`src/rtl/text_console_pkg.sv`:
```
// Shared constants and types for the debug text console front end.
// Pure declarations, no logic or latency.
// Used by the console writer and the character-RAM address map.
package text_console_pkg;

  localparam int COLS_DEFAULT = 80;
  localparam int ROWS_DEFAULT = 25;

  localparam logic [7:0] ASCII_SPACE    = 8'h20;
  localparam logic [7:0] ASCII_LF       = 8'h0A;
  localparam logic [7:0] ASCII_CR       = 8'h0D;
  localparam logic [7:0] ASCII_BS       = 8'h08;
  localparam logic [7:0] ASCII_TAB      = 8'h09;
  localparam logic [7:0] ASCII_PRINT_LO = 8'h20;
  localparam logic [7:0] ASCII_PRINT_HI = 8'h7E;

  typedef enum logic [1:0] {
    IDLE       = 2'd0,
    CLEAR_ALL  = 2'd1,
    CLEAR_LINE = 2'd2
  } state_t;

  // True for bytes that produce a glyph write.
  function automatic logic is_printable(input logic [7:0] c);
    return (c >= ASCII_PRINT_LO) && (c <= ASCII_PRINT_HI);
  endfunction

endpackage

```
`src/rtl/text_addr_map.sv`:
```
// Maps a logical (row, col) plus the scroll offset to a physical char RAM address.
// Purely combinational, zero latency.
// No flow control; also instantiated by the renderer.
module text_addr_map
  import text_console_pkg::*;
#(
  parameter int COLS = COLS_DEFAULT,
  parameter int ROWS = ROWS_DEFAULT,
  localparam int AW = $clog2(COLS * ROWS),
  localparam int CW = $clog2(COLS),
  localparam int RW = $clog2(ROWS)
) (
  input  logic [RW-1:0] row,
  input  logic [RW-1:0] top_row,
  input  logic [CW-1:0] col,
  output logic [AW-1:0] addr
);

  logic [RW:0] row_sum;
  logic [RW:0] phys_row;

  // Both operands are below ROWS, so one conditional subtract replaces the modulo.
  always_comb begin
    row_sum  = {1'b0, row} + {1'b0, top_row};
    phys_row = row_sum;
    if (row_sum >= (RW+1)'(ROWS)) begin
      phys_row = row_sum - (RW+1)'(ROWS);
    end
    addr = AW'(phys_row) * AW'(COLS) + AW'(col);
  end

endmodule

```
`src/rtl/text_console_writer.sv`:
```
// Byte-stream terminal front end: decodes ASCII, writes glyphs to char RAM, tracks the cursor.
// One cycle from byte acceptance to registered wr_*/cursor outputs; one byte per cycle in IDLE.
// in_ready drops during screen/line clears; optional TAB stops via TEXT_CONSOLE_TAB_EN.
module text_console_writer
  import text_console_pkg::*;
#(
  parameter int COLS = COLS_DEFAULT,
  parameter int ROWS = ROWS_DEFAULT,
  localparam int AW = $clog2(COLS * ROWS),
  localparam int CW = $clog2(COLS),
  localparam int RW = $clog2(ROWS)
) (
  input  logic          clk,
  input  logic          reset,
  input  logic [7:0]    in_data,
  input  logic          in_valid,
  output logic          in_ready,
  output logic          wr_en,
  output logic [AW-1:0] wr_addr,
  output logic [7:0]    wr_data,
  output logic [RW-1:0] top_row,
  output logic [CW-1:0] cursor_col,
  output logic [RW-1:0] cursor_row,
  output logic          cursor_moved
);

  localparam logic [AW-1:0] LAST_CELL = AW'(COLS * ROWS - 1);
  localparam logic [AW-1:0] LAST_COL  = AW'(COLS - 1);

  state_t        state, state_nxt;
  logic [AW-1:0] cnt, cnt_nxt;
  logic          in_ready_nxt;
  logic          wr_en_nxt;
  logic [AW-1:0] wr_addr_nxt;
  logic [7:0]    wr_data_nxt;
  logic [RW-1:0] top_nxt;
  logic [CW-1:0] col_nxt;
  logic [RW-1:0] row_nxt;
  logic          moved_nxt;
  logic          newline;

  logic [CW-1:0] map_col;
  logic [AW-1:0] map_addr;

  // During a line clear the cursor sits on the bottom row and top_row has already
  // advanced, so the map lands on the old top physical row; only the column differs.
  assign map_col = (state == CLEAR_LINE) ? cnt[CW-1:0] : cursor_col;

  text_addr_map #(
    .COLS (COLS),
    .ROWS (ROWS)
  ) u_addr_map (
    .row     (cursor_row),
    .top_row (top_row),
    .col     (map_col),
    .addr    (map_addr)
  );

`ifdef TEXT_CONSOLE_TAB_EN
  logic [CW:0] tab_stop;
  // Next multiple of 8 strictly beyond the current column.
  assign tab_stop = {1'b0, cursor_col | CW'(7)} + 1'b1;
`endif

  // Next-state and registered-output decode.
  always_comb begin
    state_nxt    = state;
    cnt_nxt      = cnt;
    in_ready_nxt = in_ready;
    wr_en_nxt    = 1'b0;
    wr_addr_nxt  = wr_addr;
    wr_data_nxt  = wr_data;
    top_nxt      = top_row;
    col_nxt      = cursor_col;
    row_nxt      = cursor_row;
    moved_nxt    = 1'b0;
    newline      = 1'b0;

    case (state)
      CLEAR_ALL: begin
        wr_en_nxt   = 1'b1;
        wr_addr_nxt = cnt;
        wr_data_nxt = ASCII_SPACE;
        if (cnt == LAST_CELL) begin
          cnt_nxt      = '0;
          state_nxt    = IDLE;
          in_ready_nxt = 1'b1;
        end else begin
          cnt_nxt = cnt + 1'b1;
        end
      end

      CLEAR_LINE: begin
        wr_en_nxt   = 1'b1;
        wr_addr_nxt = map_addr;
        wr_data_nxt = ASCII_SPACE;
        if (cnt == LAST_COL) begin
          cnt_nxt      = '0;
          state_nxt    = IDLE;
          in_ready_nxt = 1'b1;
        end else begin
          cnt_nxt = cnt + 1'b1;
        end
      end

      IDLE: begin
        if (in_valid && in_ready) begin
          if (is_printable(in_data)) begin
            wr_en_nxt   = 1'b1;
            wr_addr_nxt = map_addr;
            wr_data_nxt = in_data;
            if (cursor_col == CW'(COLS - 1)) begin
              newline = 1'b1;
            end else begin
              col_nxt = cursor_col + 1'b1;
            end
          end else if (in_data == ASCII_LF) begin
            newline = 1'b1;
          end else if (in_data == ASCII_CR) begin
            col_nxt = '0;
          end else if (in_data == ASCII_BS) begin
            if (cursor_col != '0) begin
              col_nxt = cursor_col - 1'b1;
            end
          end
`ifdef TEXT_CONSOLE_TAB_EN
          else if (in_data == ASCII_TAB) begin
            if (tab_stop >= (CW+1)'(COLS)) begin
              newline = 1'b1;
            end else begin
              col_nxt = tab_stop[CW-1:0];
            end
          end
`endif

          if (newline) begin
            col_nxt = '0;
            if (cursor_row != RW'(ROWS - 1)) begin
              row_nxt = cursor_row + 1'b1;
            end else begin
              // Scroll by rotating the top pointer; the old top row becomes the
              // new bottom row and is blanked before accepting more input.
              top_nxt      = (top_row == RW'(ROWS - 1)) ? '0 : top_row + 1'b1;
              state_nxt    = CLEAR_LINE;
              cnt_nxt      = '0;
              in_ready_nxt = 1'b0;
            end
          end

          moved_nxt = (col_nxt != cursor_col) || (row_nxt != cursor_row);
        end
      end

      default: begin
        state_nxt    = CLEAR_ALL;
        cnt_nxt      = '0;
        in_ready_nxt = 1'b0;
      end
    endcase
  end

  // State and output registers; reset restarts the full-screen clear.
  always_ff @(posedge clk) begin
    if (reset) begin
      state        <= CLEAR_ALL;
      cnt          <= '0;
      in_ready     <= 1'b0;
      wr_en        <= 1'b0;
      wr_addr      <= '0;
      wr_data      <= '0;
      top_row      <= '0;
      cursor_col   <= '0;
      cursor_row   <= '0;
      cursor_moved <= 1'b0;
    end else begin
      state        <= state_nxt;
      cnt          <= cnt_nxt;
      in_ready     <= in_ready_nxt;
      wr_en        <= wr_en_nxt;
      wr_addr      <= wr_addr_nxt;
      wr_data      <= wr_data_nxt;
      top_row      <= top_nxt;
      cursor_col   <= col_nxt;
      cursor_row   <= row_nxt;
      cursor_moved <= moved_nxt;
    end
  end

endmodule

```
`config.mk`:
```
export PLATFORM = sky130hd
export DESIGN_NAME = text_console_writer
export DESIGN_NICKNAME = d
export VERILOG_FILES = /design/src/rtl/text_console_pkg.sv /design/src/rtl/text_addr_map.sv /design/src/rtl/text_console_writer.sv
export SDC_FILE = /design/constraint.sdc
export NUM_CORES = 1
export LEC_CHECK = 0
export CORE_MARGIN = 10
export CORE_UTILIZATION = 55
export CTS_CLUSTER_DIAMETER = 200
export DETAILED_ROUTE_END_ITERATION = 10
export PLACE_DENSITY = 0.9
export SLEW_MARGIN = 0
export SYNTH_ARGS = -nofsm -noshare
export SYNTH_HDL_FRONTEND = slang
export SYNTH_SLANG_ARGS = --single-unit
```
`constraint.sdc`:
```
create_clock -name clk -period 5.1 [get_ports clk]
set_input_delay 1.02 -clock clk [delete_from_list [all_inputs] [get_ports clk]]
set_output_delay 1.02 -clock clk [all_outputs]
set_load 0.05 [all_outputs]
```
* Word level (Yosys, flattened, before mapping)
Cells that the tools add are included.
** Storage, ports and cells
- Register bits after elaboration :: 52
- Logic and storage cells :: 106
- Input bits :: 11
- Output and inout bits :: 39
** Operators by class
- Bitwise gates (word level) :: 3
- Multipliers :: 1
- Equality and inequality tests :: 18
- Order comparisons :: 3
- Reduce and logical (&&, ||, !) cells :: 15
- Add/subtract/negate cells :: 8
- Multiplexer cells :: 48
** Operators by type and width (number)
- 11-bit 2-to-1 mux :: 7
- 7-bit 2-to-1 mux :: 10
- 11-bit case mux with 3 select lines :: 2
- 5-bit 2-to-1 mux :: 5
- 8-bit by 4-bit == test with 1-bit output (second input constant) :: 3
- 8-bit 2-to-1 mux :: 2
- 8-bit case mux with 2 select lines :: 1
- 1-bit 2-to-1 mux :: 12
- 11-bit by 1-bit adder with 11-bit output (second input constant) :: 1
- 11-bit by 7-bit adder with 11-bit output :: 1
- 11-bit == test (second input constant) :: 1
- 11-bit by 7-bit == test with 1-bit output (second input constant) :: 1
- 5-bit by 1-bit adder with 5-bit output (second input constant) :: 2
- 2-bit 2-to-1 mux :: 5
- 2-bit inequality test (second input constant) :: 5
- 3-bit AND reduction :: 3
- 8-bit by 6-bit >= comparator with 1-bit output (second input constant) :: 1
- 8-bit by 7-bit <= comparator with 1-bit output (second input constant) :: 1
- 7-bit by 1-bit adder with 7-bit output (second input constant) :: 1
- 7-bit == test (second input constant) :: 1
- 6-bit by 3-bit multiplier with 7-bit output (second input constant) :: 1
- 7-bit inequality test :: 1
- 7-bit nonzero test :: 1
- 7-bit by 1-bit subtractor with 7-bit output (second input constant) :: 1
- other kinds (24) :: 27

* Longest topological paths before layout
Gate-level depths: netlist (run 1).
- Depth after elaboration :: 11
- Gate-level depth with buffers :: 19
- Mapped depth without buffers :: 19

* Modules after synthesis
From an unflattened synthesis (run 1), not the netlist that was laid out.
** Second synthesis, totals
- Cells, all modules :: 470
- Area, all modules :: 3836.2 um^2
** Modules (own cells, without submodules)
- text_console_writer :: seq. area each 1041.0 um^2, area an instance 3103.0 um^2, instances 1, cells an instance 385
- text_addr_map :: seq. area each 0.0 um^2, area an instance 733.2 um^2, instances 1, cells an instance 85

* Worst setup path before layout (run 1)
No wires, ideal clock.
- Path type :: register to register
- From :: register top_row[0]
- To :: register wr_addr[10]
- Path buffers :: 0
- Data required time :: 4969 ps
- Stages on the path, launching flop included :: 20
- Path slack :: 715 ps
- Clock period less this slack :: 4385 ps
- Setup time :: 131 ps
- Arrival :: 4254 ps
- Cells stage by stage :: dfxtp_1 > ha_1 > inv_1 > fa_1 > nor2b_1 > o21a_1 > or3_1 > nand3_1 > o21ai_1 > nand2_1 > xnor2_1 > ha_1 > ha_1 > fa_1 > xor2_1 > o2111ai_1 > xnor2_1 > xnor2_1 > xnor2_1 > o22ai_1
** Between the ends
- Word-level cells in the longest chain between the ends :: 8
- Elaborated cells on any way between the ends :: 9
- Classes of those cells :: 3 x add/sub; 1 x mul; 1 x order compare; 4 x mux
** RTL lines
- from (decl) :: line text_console_writer.sv:21 : output logic [RW-1:0] top_row,
- from (signal assigned) :: line text_console_writer.sv:182 : top_row <= top_nxt;
- 5-bit by 5-bit adder with 6-bit output (*) :: line text_addr_map.sv:24 : row_sum = {1'b0, row} + {1'b0, top_row};
- 6-bit by 5-bit subtractor with 6-bit output / 6-bit by 5-bit >= comparator with 1-bit output (equally long branches) :: line text_addr_map.sv:27, text_addr_map.sv:26
- 6-bit 2-to-1 mux (*) :: line text_addr_map.sv:26 : if (row_sum >= (RW+1)'(ROWS)) begin
- 6-bit by 3-bit multiplier with 7-bit output (*) :: line text_addr_map.sv:29 : addr = AW'(phys_row) * AW'(COLS) + AW'(col);
- 11-bit by 7-bit adder with 11-bit output (*) :: line text_addr_map.sv:29
- 11-bit 2-to-1 mux :: line text_console_writer.sv:108 : if (is_printable(in_data)) begin
- 11-bit 2-to-1 mux :: line text_console_writer.sv:107 : if (in_valid && in_ready) begin
- 11-bit case mux with 3 select lines (*) :: line text_console_writer.sv:79 : case (state)
- to (signal assigned) :: line text_console_writer.sv:180 : wr_addr <= wr_addr_nxt;
- to (decl) :: line text_console_writer.sv:19 : output logic [AW-1:0] wr_addr,
Every way passes the cells marked *; elsewhere a longest branch is shown, timed or not. The select of a mux whose other input is x is not followed.
A chain may end at the register's enable or synchronous reset.

* Worst setup path after layout (run 1)
Same ends and word-level chain as after synthesis.

==> qor_table.md, run 1 <==
| Step | Quantity | This run |
|:---|:---|:---|
| route | Wire length reported by the detailed router | 9150 um |
| synth | Synth Instances | 442 |
| global route | Vias in the first global route | 3303 |
| floorplanning | Starting density of the core | 0.566 |
| global route | Largest net degree at the start of global routing | 25 |
| route | Post-route ant nets | 0 |
| clocking | Number of cells upsized or downsized after cts | 0 |
| sta | Transition time of the tightest slew-check pin | 0.954 ns |
| pwr | Total power | 869 uW |
| pwr | Cell-internal power | 619 uW |
| route | Violation count after the first detailed-route iteration | 317 |
| worst setup path | Worst Setup End Kind | flip-flop |
| sta | Setup clock skew after layout | 0.00462 ns |
| floorplanning | DIE AREA | 10200 um2 |
| global route | Overflow left after global routing | 0 |
| job | Max capacitance violation total | 0 |
| clocking | Level count of the clock H-tree | 2 |
| pwr | Portion of total power attributed to sequential cells | 0.498 |
| clocking | Clock Pin Slew Worst Setup and Hold Paths | 0.09 ns |
| sta | Worst hold slack after final layout | 0.459 ns |
| floorplanning | Row cnt | 29 |
| worst setup path | Nature of the critical path startpoint | flip-flop |
| sta | Period Utilization, post-route | 0.876 |
| worst setup path | Crit Path Category | reg2reg |
| place | Count of buffers inserted at the top-level ports | 49 |
| synth | Number of warnings reported in the yosys synthesis log | 0 |
| synth | Most instantiated flip-flop cell in the synthesis netlist | sky130_fd_sc_hd__dfxtp_1 |
| finish | Final non-filler cell total | 560 |
| floorplanning | Core outline area | 6350 um2 |
| floorplanning | Count of boundary I/O pins | 50 |
| finish | Post-route core utilization | 0.665 |
| worst hold path | Hold/Removal Path Class | reg2reg |
| synth | Proportion of register bits with asynchronous set or reset after synthesis | 0 |
| worst setup path | Worst reg2reg path startpoint | top_row[0] |
| place | Placed cell count | 552 |
| synth | Synthesis-stage register bit count | 52 |
| floorplanning | Die width | 101 um |
| sta | Setup repair after global routing missed its margin | no |
| worst setup path | Worst EP arrival | 4.63 ns |
| clocking | CTS tree | built |
| pwr | Gate power share | 0.178 |
| clocking | Hold Buf Count CTS | 0 |
| clocking | Clock tree root driver cell | sky130_fd_sc_hd__clkbuf_8 |
| worst hold path | Worst Hold Launch | wr_addr[8] |
| finish | Fin nets | 525 |
| synth | Mapped Nets | 485 |
| clocking | TritonCTS Buffers | 5 |
| place | Dpl cell area | 4120 um2 |
| pwr | Power Dens Cells | 206 nW/um2 |
| worst setup path | Reg2Reg Depth | 19 |
| global route | Global-route total usage across every layer | 0.177 |
| pwr | Part of the total power dissipated in the clock network | 0.323 |
| finish | Area of all placed cells without fillers | 4230 um2 |
| route | Residual DRC | 0 |
| run status | Run status | finished, final reports clean |
| sta | Number of pins exceeding their max-slew limit in the final report | 0 |
| synth | Number of library cell types mapped by synthesis | 66 |
| place | Routability Congestion | 0.920 |
| sta | Final worst-path setup slack | 0.630 ns |
| worst setup path | R2R Path End | wr_addr[10] |
| sta | Slew margin rel. | 0.364 |
| floorplanning | Chip Height | 101 um |
| sta | Setup TNS Final | 0 ns |
| route | Vias/cell | 6.07 |
| synth | Area leader, netlist | sky130_fd_sc_hd__dfxtp_1 |
| synth | Cell types with the largest area share after synthesis | sky130_fd_sc_hd__dfxtp_1 (29%), sky130_fd_sc_hd__ha_1 (10%), sky130_fd_sc_hd__nor2_1 (5.5%) |
| global route | First-pass GRT wire length | 15300 um |
| worst hold path | Worst hold path cell count | 2 |
| clocking | Clock latency at the later pin of the worst-skew pair | 0.30 ns |
| route | Via count | 3401 |
| clocking | Deepest clock path buffer count | 2 |
| worst setup path | Required time of the worst setup path | 5.26 ns |
| place | Setup WS pre-CTS | 0.669 ns |
| route | Total iterations of the first detailed-routing run | 5 |
| synth | Most numerous cell types in the synthesized netlist | sky130_fd_sc_hd__nor2_1 (53), sky130_fd_sc_hd__dfxtp_1 (52), sky130_fd_sc_hd__nand2_1 (40) |
| synth | Mean Syn Cell Area | 8.14 um2 |
| route | WL per Instance | 16.3 um |
| finish | Multi-input gate area | 2400 um2 |
| synth | Number of enable-type register cells in the synthesized netlist | 0 |
| clocking | Setup repair bufs after CTS | 0 |
| finish | Area growth from synthesis to layout | 17.5% |
| global route | Initial antenna violation count | 0 |
| pwr | Net switching share of the total power | 0.288 |
| pwr | Switching pwr | 250 uW |
| sta | Highest attainable clock frequency | 0.224 GHz |
| clocking | Number of sinks driven by the clock tree | 52 |
| place | HPWL after DPL | 6800 um |
| synth | Share of the yosys chip area belonging to registers | 0.289 |
| sta | Final Critical Period | 4.47 ns |
| synth | Combined area of all synthesized cells | 3600 um2 |
| worst setup path | Flop-to-flop setup slack | 0.63 ns |
| worst setup path | Crit path max fanout | 7 |
| finish | Flip-flop and latch area | 1040 um2 |
| synth | Proportion of netlist area held by the largest area contributor | 0.289 |
| synth | Most frequently used cell type in the post-synthesis netlist | sky130_fd_sc_hd__nor2_1 |
| sta | Final setup violating endpoints | 0 |
| finish | Fraction of final layout cells with drive strength greater than 1 | 0.0621 |
| finish | Filler cell count | 509 |
| worst hold path | Capture endpoint of the worst hold path | wr_addr[8] |
| sta | Final hold violation count | 0 |
| pwr | Pleak | 1.61 nW |
| finish | Antenna diode count | 0 |
| pwr | Worst voltage drop across the vdd grid | 0.146 mV |
==> registers in the layout (all words and copies together), names as in the netlist <==
name          cells
in_ready          1
wr_en             1
cursor_col        7
cnt              11
cursor_row        5
top_row           5
wr_addr          11
cursor_moved      1
wr_data           8
state             2
==> area by class of cell <==
cell class,instances,share of cell area
Sequential cell,52,0.246
Clock inverter,2,0.00829
Timing Repair Buffer,51,0.120
Multi-Input combinational cell,352,0.568
Clock buffer,6,0.0172
Inverter,20,0.0178
Tap cell,77,0.0228
==> worst max-delay path, stage by stage (launching register included) <==
cell,delay (ns)
sky130_fd_sc_hd__dfxtp_1,0.46
sky130_fd_sc_hd__ha_1,0.22
sky130_fd_sc_hd__inv_1,0.06
sky130_fd_sc_hd__fa_1,0.39
sky130_fd_sc_hd__nor2b_1,0.18
sky130_fd_sc_hd__o21a_1,0.20
sky130_fd_sc_hd__or3_1,0.12
sky130_fd_sc_hd__nand3_1,0.11
sky130_fd_sc_hd__o21ai_1,0.37
sky130_fd_sc_hd__nand2_1,0.12
sky130_fd_sc_hd__xnor2_1,0.22
sky130_fd_sc_hd__ha_1,0.27
sky130_fd_sc_hd__ha_1,0.23
sky130_fd_sc_hd__fa_1,0.38
sky130_fd_sc_hd__xor2_1,0.24
sky130_fd_sc_hd__o2111ai_1,0.16
sky130_fd_sc_hd__xnor2_1,0.20
sky130_fd_sc_hd__xnor2_1,0.16
sky130_fd_sc_hd__xnor2_1,0.15
sky130_fd_sc_hd__o22ai_1,0.11
==> cell families after synthesis <==
kind of cell | count (synthesis) | synth area share
DFF | 52 | 0.289
muxes | 10 | 0.0289
buffers and inverters | 38 | 0.0431
and+or+nand+nor | 175 | 0.255
xor gates and xnor gates | 27 | 0.0658
AOI/OAI and AO/OA | 108 | 0.200
adders and majority gates | 32 | 0.118
==> routing by layer <==
metal,GRT usage,vias to the layer above,wire (um)
met4,0.0576,0,91
met5,0,-,0
li1,-,1676,-
met3,0.0460,14,761
met2,0.305,132,4510
met1,0.207,1579,3790
==> power by group through the flow <==
stage               registers, mW  clock network [mW]  logic (mW)
floorplan                   0.476                   0      0.0730
global placement            0.442                   0       0.150
detailed placement          0.443                   0       0.154
CTS                         0.433               0.284       0.155
global route                0.435               0.300       0.167
finish                      0.433               0.281       0.155
==> layout by cell type (no fill, tap or decap), types with 6 or more instances in the layout <==
cell type                         netlist  final
sky130_fd_sc_hd__dfxtp_1               52     52
sky130_fd_sc_hd__xnor2_1               18     18
sky130_fd_sc_hd__nand3_1               14     14
sky130_fd_sc_hd__nor2_1                53     53
sky130_fd_sc_hd__ha_1                  29     29
sky130_fd_sc_hd__nor3_1                15     15
sky130_fd_sc_hd__mux2i_1                7      7
sky130_fd_sc_hd__nand2_1               40     40
sky130_fd_sc_hd__clkdlybuf4s50_1        0     49
sky130_fd_sc_hd__inv_1                 20     20
sky130_fd_sc_hd__nand4_1                7      7
sky130_fd_sc_hd__xor2_1                 9      9
sky130_fd_sc_hd__a21oi_1               31     31
sky130_fd_sc_hd__a211oi_1               8      8
sky130_fd_sc_hd__a22oi_1                6      6
sky130_fd_sc_hd__o21ai_0               17     17
==> worst max-delay path by stage <==
stage | slack, ns | from | depth (start not counted) | to
after global routing | 0.22 | top_row[0] | 19 | wr_addr[10]
after CTS | 0.61 | top_row[0] | 19 | wr_addr[10]
after floorplan | 0.72 | top_row[0] | 19 | wr_addr[10]
after global placement | 0.90 | top_row[0] | 19 | wr_addr[10]
after detailed placement | 0.67 | top_row[0] | 19 | wr_addr[10]
final | 0.63 | top_row[0] | 19 | wr_addr[10]
(Power assumes the default switching activity.)
==> inputs of run 2 (changes only) <==
Settings changed: CTS_BUF_LIST from default to sky130_fd_sc_hd__clkbuf_8.
==> run 2 against run 1 <==
  * Count of clock-buffer cells in the layout is 1 lower
  * Non-clock buffer count stayed put
  * Die area stayed put
  * Critical path depth stayed put
  * First-iteration DRC count is 1.6% higher
  * Combinational power hardly changed
  * Clock skew hardly changed
  * Via count is 0.47% lower
  * Worst setup slack worse by 0.0012 ns
  * Register-to-register slack hardly changed
  * Sequential cell count stayed put
  * Cell count stayed put
  * Critical path type unchanged
==> qor_table.md, run 2 (synthesis results as in run 1) <==
| Step | Quantity | This run |
|:---|:---|:---|
| floorplanning | DIE AREA | 10200 um2 |
| finish | Flip-flop and latch area | 1040 um2 |
| place | Count of buffers inserted at the top-level ports | 49 |
| clocking | Deepest clock path buffer count | 2 |
| sta | Transition time of the tightest slew-check pin | 0.960 ns |
| global route | Global-route total usage across every layer | 0.177 |
| finish | Multi-input gate area | 2400 um2 |
| route | Vias/cell | 6.04 |
| worst setup path | Worst Setup End Kind | flip-flop |
| worst setup path | R2R Path End | wr_addr[10] |
| worst hold path | Worst hold path cell count | 2 |
| sta | Number of pins exceeding their max-slew limit in the final report | 0 |
| floorplanning | Starting density of the core | 0.566 |
| route | Via count | 3385 |
| global route | Overflow left after global routing | 0 |
| clocking | Clock latency at the later pin of the worst-skew pair | 0.30 ns |
| worst hold path | Hold/Removal Path Class | reg2reg |
| global route | Initial antenna violation count | 0 |
| clocking | CTS tree | built |
| pwr | Total power | 867 uW |
| worst hold path | Capture endpoint of the worst hold path | wr_addr[8] |
| pwr | Worst voltage drop across the vdd grid | 0.146 mV |
| worst setup path | Delay of the slowest cell on the worst path | 0.46 ns |
| run status | Run status | finished, final reports clean |
| finish | Fin nets | 525 |
| job | Max capacitance violation total | 0 |
| worst setup path | Reg2Reg Depth | 19 |
| clocking | Level count of the clock H-tree | 2 |
| clocking | Clock tree root driver cell | sky130_fd_sc_hd__clkbuf_8 |
| floorplanning | Count of boundary I/O pins | 50 |
| clocking | Hold Buf Count CTS | 0 |
| floorplanning | Die width | 101 um |
| worst setup path | Max stage delay cell, worst path | sky130_fd_sc_hd__dfxtp_1 |
| worst setup path | Required time of the worst setup path | 5.26 ns |
| clocking | Number of cells upsized or downsized after cts | 0 |
| route | WL per Instance | 16.3 um |
| finish | Most frequent cells in the layout | sky130_fd_sc_hd__nor2_1 (53), sky130_fd_sc_hd__dfxtp_1 (52), sky130_fd_sc_hd__clkdlybuf4s50_1 (49) |
| place | HPWL after DPL | 6800 um |
| place | Routability Congestion | 0.920 |
| route | Post-route ant nets | 0 |
| clocking | Setup repair bufs after CTS | 0 |
| route | Residual DRC | 0 |
| pwr | Pleak | 1.61 nW |
| worst setup path | Flop-to-flop setup slack | 0.63 ns |
| worst setup path | Worst EP arrival | 4.63 ns |
| clocking | TritonCTS Buffers | 5 |
| route | Total iterations of the first detailed-routing run | 5 |
| worst setup path | CP most frequent cell | sky130_fd_sc_hd__xnor2_1 |
| sta | Slew margin rel. | 0.360 |
| sta | Final Critical Period | 4.47 ns |
| sta | Final setup violating endpoints | 0 |
| global route | First-pass GRT wire length | 15300 um |
| worst hold path | Worst Hold Launch | wr_addr[8] |
| sta | Setup clock skew after layout | 0.00483 ns |
| route | Violation count after the first detailed-route iteration | 322 |
| worst setup path | Crit Path Category | reg2reg |
| global route | Largest net degree at the start of global routing | 25 |
| worst setup path | Nature of the critical path startpoint | flip-flop |
| clocking | Clock Pin Slew Worst Setup and Hold Paths | 0.09 ns |
| sta | Final hold violation count | 0 |
| sta | Setup TNS Final | 0 ns |
| finish | Filler cell count | 509 |
| sta | Period Utilization, post-route | 0.877 |
| worst setup path | Worst reg2reg path startpoint | top_row[0] |
| worst setup path | Cell chain of the critical path | ha_1 -> inv_1 -> fa_1 -> nor2b_1 -> o21a_1 -> or3_1 -> nand3_1 -> o21ai_1 -> nand2_1 -> xnor2_1 -> ha_1 -> ha_1 -> fa_1 -> xor2_1 -> o2111ai_1 -> xnor2_1 -> xnor2_1 -> xnor2_1 -> o22ai_1 |
| sta | Worst hold slack after final layout | 0.459 ns |
| finish | Antenna diode count | 0 |
| sta | Setup repair after global routing missed its margin | no |
| global route | Vias in the first global route | 3303 |
| clocking | Number of sinks driven by the clock tree | 52 |
| pwr | Power Dens Cells | 205 nW/um2 |
| floorplanning | Row cnt | 29 |
| sta | Highest attainable clock frequency | 0.224 GHz |
| finish | Fraction of final layout cells with drive strength greater than 1 | 0.0621 |
| worst setup path | Crit path max fanout | 7 |
| finish | Leading cell type in the layout, fill and taps excluded | sky130_fd_sc_hd__nor2_1 |
| finish | Registers with the most flip-flops | cnt x11, wr_addr x11, wr_data x8 |
| floorplanning | Core outline area | 6350 um2 |
| route | Wire length reported by the detailed router | 9130 um |
| floorplanning | Chip Height | 101 um |
| finish | Area growth from synthesis to layout | 17.5% |
-- run 2: report_power, final --
part / switching, mW / internal [mW]
sequential: 0.0117 / 0.421
clock: 0.135 / 0.144
combinational: 0.103 / 0.0517
total: 0.250 / 0.617
-- run 2: worst max path at each step --
| stage | end | from | slack [ns] |
|---|---|---|---|
| after CTS | wr_addr[10] | top_row[0] | 0.61 |
| after global placement | wr_addr[10] | top_row[0] | 0.90 |
| after detailed placement | wr_addr[10] | top_row[0] | 0.67 |
| after floorplan | wr_addr[10] | top_row[0] | 0.72 |
| after global routing | wr_addr[10] | top_row[0] | 0.22 |
| final | wr_addr[10] | top_row[0] | 0.63 |
-- run 2: per-layer routing --
metal / vias to the layer above / wire length (um) / global-route usage
met3: 12 / 788 / 0.0460
met2: 127 / 4460 / 0.305
met5: - / 0 / 0
met4: 0 / 84 / 0.0576
li1: 1680 / - / -
met1: 1566 / 3800 / 0.207
-- run 2: area by class of cell --
class	instances	share of cell area
flip-flops and latches	52	0.246
clock inverters	3	0.00918
multi-input cells	352	0.568
clock buffers	5	0.0163
inverters	20	0.0178
well taps	77	0.0228
repair buffers	51	0.120
-- run 2: through the flow --
step | area, um2 | std cells | setup slack [ns] | util
final | 4230 | 560 | 0.629 | 0.665
after global routing | 4230 | 560 | 0.224 | 0.665
after CTS | 4230 | 560 | 0.605 | 0.665
after detailed placement | 4120 | 552 | 0.669 | 0.648
after global placement | 4120 | 552 | 0.903 | 0.648
after floorplan | 3600 | 442 | 0.715 | -
-- run 2: worst max-delay path, delay by kind of cell, from the launching register on --
| family | cells | cell delay [ns] |
|---|---|---|
| flops | 1 | 0.46 |
| simple gates | 4 | 0.53 |
| xor+xnor | 5 | 0.97 |
| compound gates | 4 | 0.84 |
| fa+ha+maj | 5 | 1.49 |
| buf+inv | 1 | 0.06 |
==> inputs of run 3 (changes only) <==
Settings changed: DONT_BUFFER_PORTS from default to 1, PLACE_DENSITY 0.9 to 0.8, SLEW_MARGIN 0 to default.
==> run 3 against run 2 <==
  * Sequential share of layout area rose by 2.8 points
  * Worst setup slack worse by 0.087 ns
  * Sequential power is 8.8% higher
  * Largest power group unchanged
==> qor_table.md, run 3 (synthesis results as in run 1) <==
| Step | Quantity | This run |
|:---|:---|:---|
| worst setup path | Reg2Reg Depth | 16 |
| job | Max capacitance violation total | 0 |
| clocking | Number of sinks driven by the clock tree | 52 |
| sta | Transition time of the tightest slew-check pin | 0.940 ns |
| clocking | Clock tree root driver cell | sky130_fd_sc_hd__clkbuf_8 |
| clocking | Deepest clock path buffer count | 2 |
| worst setup path | Flop-to-flop setup slack | 0.54 ns |
| pwr | Power Dens Cells | 232 nW/um2 |
| global route | Vias in the first global route | 2957 |
| finish | Fraction of final layout cells with drive strength greater than 1 | 0.0799 |
| clocking | Number of cells upsized or downsized after cts | 0 |
| floorplanning | Count of boundary I/O pins | 50 |
| route | Violation count after the first detailed-route iteration | 210 |
| global route | Global-route total usage across every layer | 0.168 |
| route | Via count | 3196 |
| worst setup path | Crit path max fanout | 8 |
| pwr | Pleak | 1.47 nW |
| sta | Slew margin rel. | 0.374 |
| worst setup path | Worst Setup SP | cursor_row[2] |
| finish | Fin nets | 481 |
| sta | Setup repair after global routing missed its margin | no |
| route | Post-route ant nets | 0 |
| sta | Final Critical Period | 4.56 ns |
| clocking | Clock Pin Slew Worst Setup and Hold Paths | 0.09 ns |
| worst setup path | Worst reg2reg path startpoint | cursor_row[2] |
| finish | Filler cell count | 580 |
| finish | Most frequent cells in the layout | sky130_fd_sc_hd__nor2_1 (53), sky130_fd_sc_hd__dfxtp_1 (52), sky130_fd_sc_hd__nand2_1 (40) |
| global route | Largest net degree at the start of global routing | 44 |
| global route | First-pass GRT wire length | 14200 um |
| finish | Leading cell type in the layout, fill and taps excluded | sky130_fd_sc_hd__nor2_1 |
| sta | Number of pins exceeding their max-slew limit in the final report | 0 |
| floorplanning | Starting density of the core | 0.566 |
| run status | Run status | finished, final reports clean |
| finish | Flip-flop and latch area | 1040 um2 |
| clocking | Clock latency at the later pin of the worst-skew pair | 0.31 ns |
| clocking | TritonCTS Buffers | 5 |
| place | HPWL after DPL | 6640 um |
| global route | Initial antenna violation count | 0 |
| route | Vias/cell | 6.21 |
| worst setup path | Worst EP arrival | 4.75 ns |
| finish | Antenna diode count | 0 |
| worst hold path | Hold/Removal Path Class | reg2reg |
| finish | Area growth from synthesis to layout | 5.50% |
| worst setup path | Worst Setup End Kind | flip-flop |
| place | Count of buffers inserted at the top-level ports | 0 |
| sta | Highest attainable clock frequency | 0.219 GHz |
| global route | Overflow left after global routing | 0 |
| clocking | CTS tree | built |
| sta | Setup clock skew after layout | 0.00877 ns |
| finish | Registers with the most flip-flops | cnt x11, wr_addr x11, wr_data x8 |
| floorplanning | Chip Height | 101 um |
| pwr | Worst voltage drop across the vdd grid | 0.188 mV |
| floorplanning | Row cnt | 29 |
| finish | Post-route core utilization | 0.597 |
| sta | Setup TNS Final | 0 ns |
| clocking | Level count of the clock H-tree | 2 |
| worst setup path | Capture point of the critical path | wr_addr[10] |
| route | Total iterations of the first detailed-routing run | 4 |
| sta | Final hold violation count | 0 |
| sta | Period Utilization, post-route | 0.894 |
| route | WL per Instance | 16.9 um |
| route | Wire length reported by the detailed router | 8680 um |
| floorplanning | Die width | 101 um |
| worst setup path | Crit Path Category | reg2reg |
| worst setup path | R2R Path End | wr_addr[10] |
| floorplanning | DIE AREA | 10200 um2 |
| route | Residual DRC | 0 |
| place | Routability Congestion | 0.889 |
| clocking | Hold Buf Count CTS | 0 |
| worst setup path | Nature of the critical path startpoint | flip-flop |
| sta | Final setup violating endpoints | 0 |
| worst setup path | Required time of the worst setup path | 5.29 ns |
| finish | Multi-input gate area | 2400 um2 |
| floorplanning | Core outline area | 6350 um2 |
| clocking | Setup repair bufs after CTS | 0 |
-- run 3: worst min path at each step --
stage	from	to	slack (ns)	cells after the start
final	cnt[1]	cnt[1]	0.52	2
after global routing	cnt[1]	cnt[1]	0.55	2
after CTS	cnt[1]	cnt[1]	0.51	2
after detailed placement	cnt[1]	cnt[1]	0.50	2
after global placement	cnt[1]	cnt[1]	0.48	2
after floorplan	cnt[1]	cnt[1]	0.46	2
-- run 3: cell type report --
| cell class | count | share of cell area |
|---|---|---|
| clock buffer | 5 | 0.0181 |
| inverter | 20 | 0.0198 |
| multi-input combinational | 352 | 0.633 |
| sequential | 52 | 0.274 |
| tap | 77 | 0.0254 |
| timing repair buffer | 7 | 0.0139 |
| clock inverter | 2 | 0.0158 |
-- run 3: metrics by stage --
stage	worst slack, ns	area, um2	hold slack (ns)	cells	power [mW]
2_1_floorplan	0.715	3600	0.457	442	0.549
5_1_grt	0.169	3790	0.545	515	0.916
3_5_place_dp	0.558	3660	0.505	508	0.559
4_1_cts	0.529	3790	0.514	515	0.886
3_3_place_gp	0.771	3660	0.483	508	0.556
6_report	0.542	3790	0.515	515	0.878
-- run 3: critical path, stage by stage (launching register included) --
cell and delay (ns):
sky130_fd_sc_hd__dfxtp_1 0.76, sky130_fd_sc_hd__ha_1 0.40, sky130_fd_sc_hd__o21bai_1 0.37, sky130_fd_sc_hd__xnor2_1 0.20
sky130_fd_sc_hd__nand3_1 0.13, sky130_fd_sc_hd__o21ai_1 0.39, sky130_fd_sc_hd__nand2_1 0.12, sky130_fd_sc_hd__xnor2_1 0.22
sky130_fd_sc_hd__ha_1 0.27, sky130_fd_sc_hd__ha_1 0.23, sky130_fd_sc_hd__fa_1 0.39, sky130_fd_sc_hd__xor2_1 0.24
sky130_fd_sc_hd__o2111ai_1 0.16, sky130_fd_sc_hd__xnor2_1 0.19, sky130_fd_sc_hd__xnor2_1 0.15, sky130_fd_sc_hd__xnor2_1 0.14
sky130_fd_sc_hd__o22ai_1 0.09
-- run 3: layer usage --
layer / wire length [um] / global-route usage
met1: 3720 / 0.208
met2: 4180 / 0.284
met3: 663 / 0.0384
met4: 115 / 0.0446
met5: 0 / 0
-- run 3: power breakdown --
group,switching (mW),total [mW],internal (mW),leakage (nW)
combinational,0.0502,0.0788,0.0285,0.985
sequential,0.0496,0.471,0.421,0.421
clock,0.136,0.329,0.193,0.0642
total,0.235,0.878,0.643,1.47
